[src/rtl/periph_bus_master_if.sv]
// Peripheral cs/ack bus between the bridge (master) and a simuart-class responder (slave).
interface periph_bus_master_if;
  logic        cs;
  logic [31:0] bus_addr;
  logic [31:0] bus_wr_val;
  logic [3:0]  bus_bytesel;
  logic        bus_ack;
  logic [31:0] bus_data;
  logic        inter;
  logic        intack;

  modport master (
    output cs, bus_addr, bus_wr_val, bus_bytesel, intack,
    input  bus_ack, bus_data, inter
  );

  modport slave (
    input  cs, bus_addr, bus_wr_val, bus_bytesel, intack,
    output bus_ack, bus_data, inter
  );
endinterface

[src/rtl/periph_bus_master.sv]
// Bridge from picorv32 native memory requests to the peripheral cs/ack bus,
// with a local ctrl/status register that also owns the inter/intack handshake.
module periph_bus_master #(
  parameter logic [31:0] ADDR_BASE = 32'h2000_0000,
  parameter logic [31:0] ADDR_MASK = 32'hFFFF_FF00,
  parameter logic [7:0]  LOCAL_OFS = 8'hF0,
  parameter int unsigned TIMEOUT   = 16,
  parameter logic [31:0] ERR_DATA  = 32'hDEAD_BEEF
) (
  input  logic                       clk,
  input  logic                       resetn,
  input  logic                       mem_valid,
  input  logic [31:0]                mem_addr,
  input  logic [31:0]                mem_wdata,
  input  logic [3:0]                 mem_wstrb,
  output logic                       mem_ready,
  output logic [31:0]                mem_rdata,
  output logic                       irq,
  periph_bus_master_if.master        bus
);

  localparam int unsigned TCNT_W = $clog2(TIMEOUT + 1);

  typedef enum logic [1:0] {
    S_IDLE    = 2'd0,
    S_ACCESS  = 2'd1,
    S_DONE    = 2'd2,
    S_RECOVER = 2'd3
  } state_e;

  state_e state_q, state_d;

  logic              ready_q, ready_d;
  logic [31:0]       rdata_q, rdata_d;
  logic              cs_q, cs_d;
  logic [31:0]       addr_q, addr_d;
  logic [31:0]       wval_q, wval_d;
  logic [3:0]        bsel_q, bsel_d;
  logic              intack_q, intack_d;
  logic              irq_q, irq_d;
  logic              err_q, err_d;
  logic [TCNT_W-1:0] tcnt_q, tcnt_d;

  logic in_window;
  logic is_local;
  logic is_write;
  logic accept;
  logic timeout_hit;
  logic intack_set;

  // Request decode and timeout compare
  always_comb begin
    in_window   = (mem_addr & ADDR_MASK) == ADDR_BASE;
    is_local    = mem_addr[7:0] == LOCAL_OFS;
    is_write    = |mem_wstrb;
    accept      = (state_q == S_IDLE) && mem_valid && in_window;
    timeout_hit = tcnt_q == TCNT_W'(TIMEOUT - 1);
  end

  // State register
  always_ff @(posedge clk or negedge resetn) begin
    if (!resetn) state_q <= S_IDLE;
    else         state_q <= state_d;
  end

  // Next-state logic; local accesses skip ACCESS and complete straight away
  always_comb begin
    state_d = state_q;
    case (state_q)
      S_IDLE:    if (accept) state_d = is_local ? S_DONE : S_ACCESS;
      S_ACCESS:  if (bus.bus_ack || timeout_hit) state_d = S_DONE;
      S_DONE:    state_d = S_RECOVER;
      S_RECOVER: state_d = S_IDLE;
      default:   state_d = S_IDLE;
    endcase
  end

  // Output / datapath next values; everything holds unless the state acts on it
  always_comb begin
    ready_d    = 1'b0;
    rdata_d    = rdata_q;
    cs_d       = cs_q;
    addr_d     = addr_q;
    wval_d     = wval_q;
    bsel_d     = bsel_q;
    err_d      = err_q;
    tcnt_d     = tcnt_q;
    intack_set = 1'b0;

    case (state_q)
      S_IDLE: begin
        if (accept) begin
          if (is_local) begin
            ready_d = 1'b1;
            if (is_write) begin
              rdata_d    = 32'h0;
              intack_set = mem_wdata[0];
              if (mem_wdata[1]) err_d = 1'b0;
            end else begin
              rdata_d = {29'b0, intack_q, irq_q, err_q};
            end
          end else begin
            cs_d   = 1'b1;
            addr_d = mem_addr & ~ADDR_MASK;
            wval_d = mem_wdata;
            bsel_d = mem_wstrb;
            tcnt_d = '0;
          end
        end
      end
      S_ACCESS: begin
        if (bus.bus_ack) begin
          cs_d    = 1'b0;
          ready_d = 1'b1;
          rdata_d = (bsel_q == 4'b0000) ? bus.bus_data : 32'h0;
        end else if (timeout_hit) begin
          cs_d    = 1'b0;
          ready_d = 1'b1;
          rdata_d = ERR_DATA;
          err_d   = 1'b1;
        end else if (tcnt_q != '1) begin
          tcnt_d = tcnt_q + TCNT_W'(1);
        end
      end
      default: ;
    endcase

    // intack: set by local write, released once the responder drops inter
    if (intack_set)                 intack_d = 1'b1;
    else if (intack_q && !bus.inter) intack_d = 1'b0;
    else                            intack_d = intack_q;

    // irq masked in the same cycle intack rises
    irq_d = bus.inter & ~intack_d;
  end

  // Datapath registers
  always_ff @(posedge clk or negedge resetn) begin
    if (!resetn) begin
      ready_q  <= 1'b0;
      rdata_q  <= 32'h0;
      cs_q     <= 1'b0;
      addr_q   <= 32'h0;
      wval_q   <= 32'h0;
      bsel_q   <= 4'b0000;
      intack_q <= 1'b0;
      irq_q    <= 1'b0;
      err_q    <= 1'b0;
      tcnt_q   <= '0;
    end else begin
      ready_q  <= ready_d;
      rdata_q  <= rdata_d;
      cs_q     <= cs_d;
      addr_q   <= addr_d;
      wval_q   <= wval_d;
      bsel_q   <= bsel_d;
      intack_q <= intack_d;
      irq_q    <= irq_d;
      err_q    <= err_d;
      tcnt_q   <= tcnt_d;
    end
  end

  assign mem_ready       = ready_q;
  assign mem_rdata       = rdata_q;
  assign irq             = irq_q;
  assign bus.cs          = cs_q;
  assign bus.bus_addr    = addr_q;
  assign bus.bus_wr_val  = wval_q;
  assign bus.bus_bytesel = bsel_q;
  assign bus.intack      = intack_q;

endmodule

[src/flat_wrapper.sv]
// flat-port wrapper written by rule: the top's interface ports become plain ports
module periph_bus_master_flat 
#(
  parameter logic [31:0] ADDR_BASE = 32'h2000_0000,
  parameter logic [31:0] ADDR_MASK = 32'hFFFF_FF00,
  parameter logic [7:0]  LOCAL_OFS = 8'hF0,
  parameter int unsigned TIMEOUT   = 16,
  parameter logic [31:0] ERR_DATA  = 32'hDEAD_BEEF
)
  (clk, resetn, mem_valid, mem_addr, mem_wdata, mem_wstrb, mem_ready, mem_rdata, irq, bus_cs, bus_bus_addr, bus_bus_wr_val, bus_bus_bytesel, bus_intack, bus_bus_ack, bus_bus_data, bus_inter);
  periph_bus_master_if bus_i ();
  input  logic clk;
  input  logic resetn;
  input  logic mem_valid;
  input  logic [31:0] mem_addr;
  input  logic [31:0] mem_wdata;
  input  logic [3:0] mem_wstrb;
  output logic mem_ready;
  output logic [31:0] mem_rdata;
  output logic irq;
  output wire logic [$bits(bus_i.cs)-1:0] bus_cs;
  output wire logic [$bits(bus_i.bus_addr)-1:0] bus_bus_addr;
  output wire logic [$bits(bus_i.bus_wr_val)-1:0] bus_bus_wr_val;
  output wire logic [$bits(bus_i.bus_bytesel)-1:0] bus_bus_bytesel;
  output wire logic [$bits(bus_i.intack)-1:0] bus_intack;
  input wire logic [$bits(bus_i.bus_ack)-1:0] bus_bus_ack;
  input wire logic [$bits(bus_i.bus_data)-1:0] bus_bus_data;
  input wire logic [$bits(bus_i.inter)-1:0] bus_inter;
  assign bus_cs = bus_i.cs;
  assign bus_bus_addr = bus_i.bus_addr;
  assign bus_bus_wr_val = bus_i.bus_wr_val;
  assign bus_bus_bytesel = bus_i.bus_bytesel;
  assign bus_intack = bus_i.intack;
  assign bus_i.bus_ack = bus_bus_ack;
  assign bus_i.bus_data = bus_bus_data;
  assign bus_i.inter = bus_inter;
  periph_bus_master #(.ADDR_BASE(ADDR_BASE), .ADDR_MASK(ADDR_MASK), .LOCAL_OFS(LOCAL_OFS), .TIMEOUT(TIMEOUT), .ERR_DATA(ERR_DATA)) u_core (.clk(clk), .resetn(resetn), .mem_valid(mem_valid), .mem_addr(mem_addr), .mem_wdata(mem_wdata), .mem_wstrb(mem_wstrb), .mem_ready(mem_ready), .mem_rdata(mem_rdata), .irq(irq), .bus(bus_i));
endmodule
[config.mk]
export PLATFORM = sky130hd
export DESIGN_NAME = periph_bus_master_flat
export DESIGN_NICKNAME = d
export VERILOG_FILES = /design/src/rtl/periph_bus_master_if.sv /design/src/rtl/periph_bus_master.sv /design/src/flat_wrapper.sv
export SDC_FILE = /design/constraint.sdc
export NUM_CORES = 1
export LEC_CHECK = 0
export CORE_ASPECT_RATIO = 0.6
export CORE_MARGIN = 2
export CORE_UTILIZATION = 35
export CTS_BUF_LIST = sky130_fd_sc_hd__clkbuf_2 sky130_fd_sc_hd__clkbuf_4 sky130_fd_sc_hd__clkbuf_8
export DETAILED_ROUTE_END_ITERATION = 6
export GPL_TIMING_DRIVEN = 0
export PLACE_DENSITY = 0.68
export SETUP_SLACK_MARGIN = 0.3
export SLEW_MARGIN = 10
export SYNTH_ARGS = -nofsm -noshare
export SYNTH_HDL_FRONTEND = slang
export SYNTH_SLANG_ARGS = --single-unit
[constraint.sdc]
create_clock -name clk -period 4.25 [get_ports clk]
set_input_delay 1.275 -clock clk [delete_from_list [all_inputs] [get_ports clk]]
set_output_delay 1.275 -clock clk [all_outputs]
set_load 0.01 [all_outputs]
# --- Yosys cells after proc, flatten, opt, wreduce, memory -nomap -nowiden ---
# Cells that the tools add are included.
totals:
  register_bits: 88
  latch_bits: 0
  ram_bits: 0
  romBits: 0
  inputBits: 105
  memories: 0
op_classes:
  n_addsub: 1
  multipliers: 0
  n_div: 0
  magnitude_cmp: 0
  n_eq_ne: 18
  shift: 0
  mux: 40
  n_bitwise: 3
  reduce_logical: 15
ops:
  columns: ["cell", "n"]
  rows:
  - ["$mux 32", 5]
  - ["$pmux 32 s2", 1]
  - ["$mux 5", 5]
  - ["$eq 24x22->1 const B", 1]
  - ["$mux 1", 20]
  - ["$ne 2x1->1 const B", 6]
  - ["$pmux 5 s2", 1]
  - ["$eq 8x8->1 const B", 1]
  - ["$ne 2x2->1 const B", 4]
  - ["$pmux 2 s4", 1]
  - ["$reduce_and 4->1", 2]
  - ["$reduce_and 7->1", 1]
  - ["$mux 2", 3]
  - ["$pmux 1 s2", 3]
  - ["$reduce_and 6->1", 1]
  - ["$add 5x1->5 const B", 1]
  - ["$eq 5x4->1 const B", 1]
  - ["$ne 5x5->1 const B", 1]
  - ["$eq 2x2->1 const B", 2]
  - ["$logic_not 4->1", 1]
  - ["$reduce_or 4->1", 1]
  - ["$logic_and 1x1->1", 3]
  - ["$mux 3", 1]
  - ["$ne 3x2->1 const B", 1]
  - ["other kinds (9)", 10]

# --- Depth between registers and ports, before layout ---
logic_depth:
  depth_word: 8
  ltp_mapped: 9
  ltp_nobuf: 8

# --- Worst setup path before layout ---
# No wires, ideal clock.
synth_path:
  kind: "input -> register"
  from: "input mem_addr[12]"
  to: "register u_core.addr_q[0] (netlist: u_core.bus.bus_addr[0])"
  arrival_time_ps: 2861
  required_ps: 4125
  setup_slack_ps: 1264
  path_stages: 6
  path_buffers: 2
  cell_sequence: "nor4_1 > nand4_4 > nor3_2 > buf_2 > buf_4 > mux2_2"
synth_via:
  elab_chain_len: 3
synth_rtl:
  columns: ["element", "line", "source"]
  rows:
  - ["start: declaration", "flat_wrapper.sv:15", "input logic [31:0] mem_addr;"]
  - ["$eq 24x22->1", "periph_bus_master.sv:53", "in_window = (mem_addr & ADDR_MASK) == ADDR_BASE;"]
  - ["$logic_and 1x1->1", "periph_bus_master.sv:56", "accept = (state_q == S_IDLE) && mem_valid && in_window;"]
  - ["$reduce_and 3->1 (no source line)", null, null]
  - ["end signal: assignment", "periph_bus_master.sv:154", "addr_q <= addr_d;"]
  - ["end: declaration", "periph_bus_master.sv:36", "logic [31:0] addr_q, addr_d;"]
# Every way passes these cells.
# A chain may end at the register's enable or synchronous reset.

# --- Worst setup path in the final report ---
layout_path:
  from: "input mem_addr[12]"
  to: "register u_core.wval_q[25] (netlist: u_core.bus.bus_wr_val[25])"
layout_via:
  elab_chain_len: 3
layout_rtl:
  columns: ["element", "line", "source"]
  rows:
  - ["$eq 24x22->1", "periph_bus_master.sv:53", null]
  - ["$logic_and 1x1->1", "periph_bus_master.sv:56", null]
  - ["$reduce_and 3->1 (no source line)", null, null]
  - ["end signal: assignment", "periph_bus_master.sv:155", "wval_q <= wval_d;"]
  - ["end: declaration", "periph_bus_master.sv:37", "logic [31:0] wval_q, wval_d;"]
# Every way passes these cells.

==> summary.md <==
| Metric | Value |
|---|---|
| TritonCTS clock tree | `yes` |
| Most common cell in the netlist | `dfrtp_1` |
| Iter 0 DRT Violations | `115` |
| Synth top area share | `0.5505` |
| Clock slew at reported path FFs | `0.10 ns` |
| Worst hold path class | `flop to flop` |
| Async S/R FF share, synth | `1.000` |
| Crit path time final | `3.322 ns` |
| WL/cell | `between 15 and 20 um` |
| Crit Path Category | `primary input to flop` |
| Slowest cell on crit path | `nor4_1` |
| Die area | `roughly 12000 sq um` |
| CTS root buf | `clkbuf_8` |
| Layout Nets | `around 650` |
| Slew @ Worst Pin | `0.8336 ns` |
| YS warnings | `0` |
| First drt pass iteration count | `4` |
| Num CTS Buffers | `9` |
| HP Start | `u_core.mem_rdata[5]` |
| RSZ-0062 raised after global routing | `false` |
| Post-Syn Instances | `321` |
| Worst setup path start | `mem_addr[12]` |
| Core box area | `~11000 sq um` |
| Crit path max fanout | `10` |
| Final WL | `~11000 um` |
| Area leader, netlist | `dfrtp_1` |
| Critical Path Start Type | `primary input` |
| Vias per inst | `just under 5` |
| Seq cells post-synth | `88` |
| Ranking of synthesized cells by area | `dfrtp_1 55%, mux2_2 12%, buf_4 4.9%` |
| Arrival @ worst endpoint | `between 3 and 4 ns` |
| Max-cap violation count | `0` |
| Crit-path max cell delay | `0.45 ns` |
| Vias in the first global route | `3430` |
| Worst-Skew Late Latency | `between 0.3 and 0.4 ns` |
| Gpl congestion | `0.8659` |
| Total setup buffers inserted after CTS | `0` |
| Slew Limit Headroom | `0.4396` |
| Placed inst area | `6140 sq um` |
| Final instance area | `~6400 sq um` |
| Crit path cell chain | `clkdlybuf4s50_1 -> nor4_1 -> nand4_4 -> nor3_2 -> buf_2 -> buf_4 -> mux2_2` |
| Top_reg_cell synth | `dfrtp_1` |
| Number of inserted diodes | `0` |
| Final hold violations | `0` |
| Post-Syn Area | `around 4000 sq um` |
| CP endpoint kind | `flop` |
| VDD IR max | `0.1747 mV` |
| Via count | `between 3000 and 4000` |
| Global-route wire length before repair | `17410 um` |
| Worst clock skew | `roughly 0.011 ns` |
| Total track usage | `0.1828` |
| Pin count of the biggest net entering global routing | `56` |
| Leakage | `2.889 nW` |
| Run status | `completed` |
| Antenna violations before repair | `0` |
| Crit path required time | `roughly 4.5 ns` |
| Setup TNS | `0 ns` |
| DRC viols | `0` |
| Clock sinks | `88` |
| Number of placed I/O pins | `209` |
| Top cells by count, synth | `88 x dfrtp_1, 44 x mux2_2, 27 x a21oi_1` |
| Horiz. Die Dim | `142.0 um` |
| Crit share post-route | `0.7815` |
| Final Max Tran Viols | `0` |
| Layout cells sized above 1 | `0.1872` |
| Syn Area/Cell | `12.46 sq um` |
| Sequential area share after synthesis | `0.5505` |
| IO Port Bufs | `~180` |
| Fillers | `931` |
| Fmax | `301.1 MHz` |
| DP HPWL | `8585 um` |
| Starting Density | `0.3564` |
| H-Tree Depth | `3` |
| ANT nets after route | `0` |
| GR Overflow Total | `0` |
| Finish-stage setup viols | `0` |
| # hold bufs at CTS | `0` |
| Layout Area Growth over Synthesis | `59.37%` |
| Die H | `86.81 um` |
| Resized cells post-CTS | `0` |
| FF-to-FF Start | `u_core.state_q[0]` |
| Total power per unit cell area | `350.4 nW/um^2` |
| Total power draw | `2.233 mW` |
| Clock tree buffer depth | `2` |
| FP Rows | `30` |
| Post-synth EDFFs | `0` |
| Yosys cell types | `46` |
worst max-delay path, delay by kind of cell:
family	cells	cell delay, ns
and+or+nand+nor	3	0.99
buffers and inverters	3	0.95
muxes	1	0.36
flip-flops by register name (all words and copies together), names as in the netlist:
register                flops
u_core.bus.intack           1
u_core.bus.bus_addr         8
u_core.tcnt_q               5
u_core.irq                  1
u_core.mem_rdata           32
u_core.bus.bus_wr_val      32
u_core.bus.bus_bytesel      4
u_core.bus.cs               1
u_core.state_q              2
u_core.err_q                1
u_core.mem_ready            1
where the power goes:
group	internal, mW	total (mW)	leakage (nW)	switching [mW]
logic	0.347	0.574	1.58	0.227
registers	0.928	0.980	1.19	0.0522
clock network	0.357	0.679	0.119	0.322
routing by layer:
layer,share of wire,vias up,track usage
met2,0.45,151,0.2868
met5,0,-,0
met1,0.43,1608,0.2318
li1,-,1573,-
met3,0.11,9,0.08674
met4,0.0079,0,0.04091
path summary, 6_finish.rpt:
kind	endpoint	slack, ns	depth (start not counted)
min in group asynchronous	u_core.mem_rdata[29]	0.87	1
setup reg to reg	u_core.bus.bus_wr_val[25]	1.54	8
hold reg to reg	u_core.mem_rdata[5]	0.50	1
hold / removal	u_core.mem_rdata[5]	0.50	1
max in group asynchronous	u_core.bus.bus_addr[5]	2.76	2
setup / recovery	u_core.bus.bus_wr_val[25]	0.93	7
placed cells by master (no fill, tap or decap), types with 4 or more instances in the layout:
master | Yosys | final
nor2_1 | 5 | 5
dfrtp_1 | 88 | 88
nand2_1 | 7 | 7
inv_1 | 13 | 13
a22o_1 | 8 | 8
o2bb2ai_1 | 21 | 21
conb_1 | 1 | 24
o211ai_1 | 4 | 4
a21o_1 | 4 | 4
buf_2 | 5 | 5
ha_1 | 7 | 7
mux2_2 | 44 | 44
clkbuf_8 | 0 | 10
a21oi_1 | 27 | 27
clkdlybuf4s50_1 | 0 | 183
nor4_1 | 7 | 6
clkbuf_1 | 9 | 9
buf_4 | 26 | 27
nand3_1 | 4 | 4
metrics by stage:
step,utilization,hold slack [ns],cells,worst slack [ns]
4_1_cts,0.5680,0.4993,689,0.9227
5_1_grt,0.5680,0.5220,689,0.7291
2_1_floorplan,-,0.4978,344,1.264
3_5_place_dp,0.5470,0.4754,673,0.5168
3_3_place_gp,0.5443,0.4715,672,-1.334
6_report,0.5680,0.4964,689,0.9285
cell families after synthesis:
kind of cell | count (synthesis) | synth area share
compound gates | 84 | 0.1558
fa+ha+maj | 7 | 0.02189
buf+inv | 54 | 0.07663
flops | 88 | 0.5505
mux | 47 | 0.1314
other cells | 1 | 0.0009375
simple gates | 40 | 0.06288
final cells by class:
cell class / instances / area [sq um] / area share
multi-input cells: 202 / 1584 / 0.2485
clock inverters: 6 / 97.59 / 0.01531
inverters: 14 / 52.55 / 0.008243
clock buffers: 10 / 137.6 / 0.02159
repair buffers: 185 / 1867 / 0.2928
flip-flops and latches: 88 / 2202 / 0.3454
plain buffers: 40 / 254.0 / 0.03984
well taps: 144 / 180.2 / 0.02826
Power figures use the tool's default switching activity.
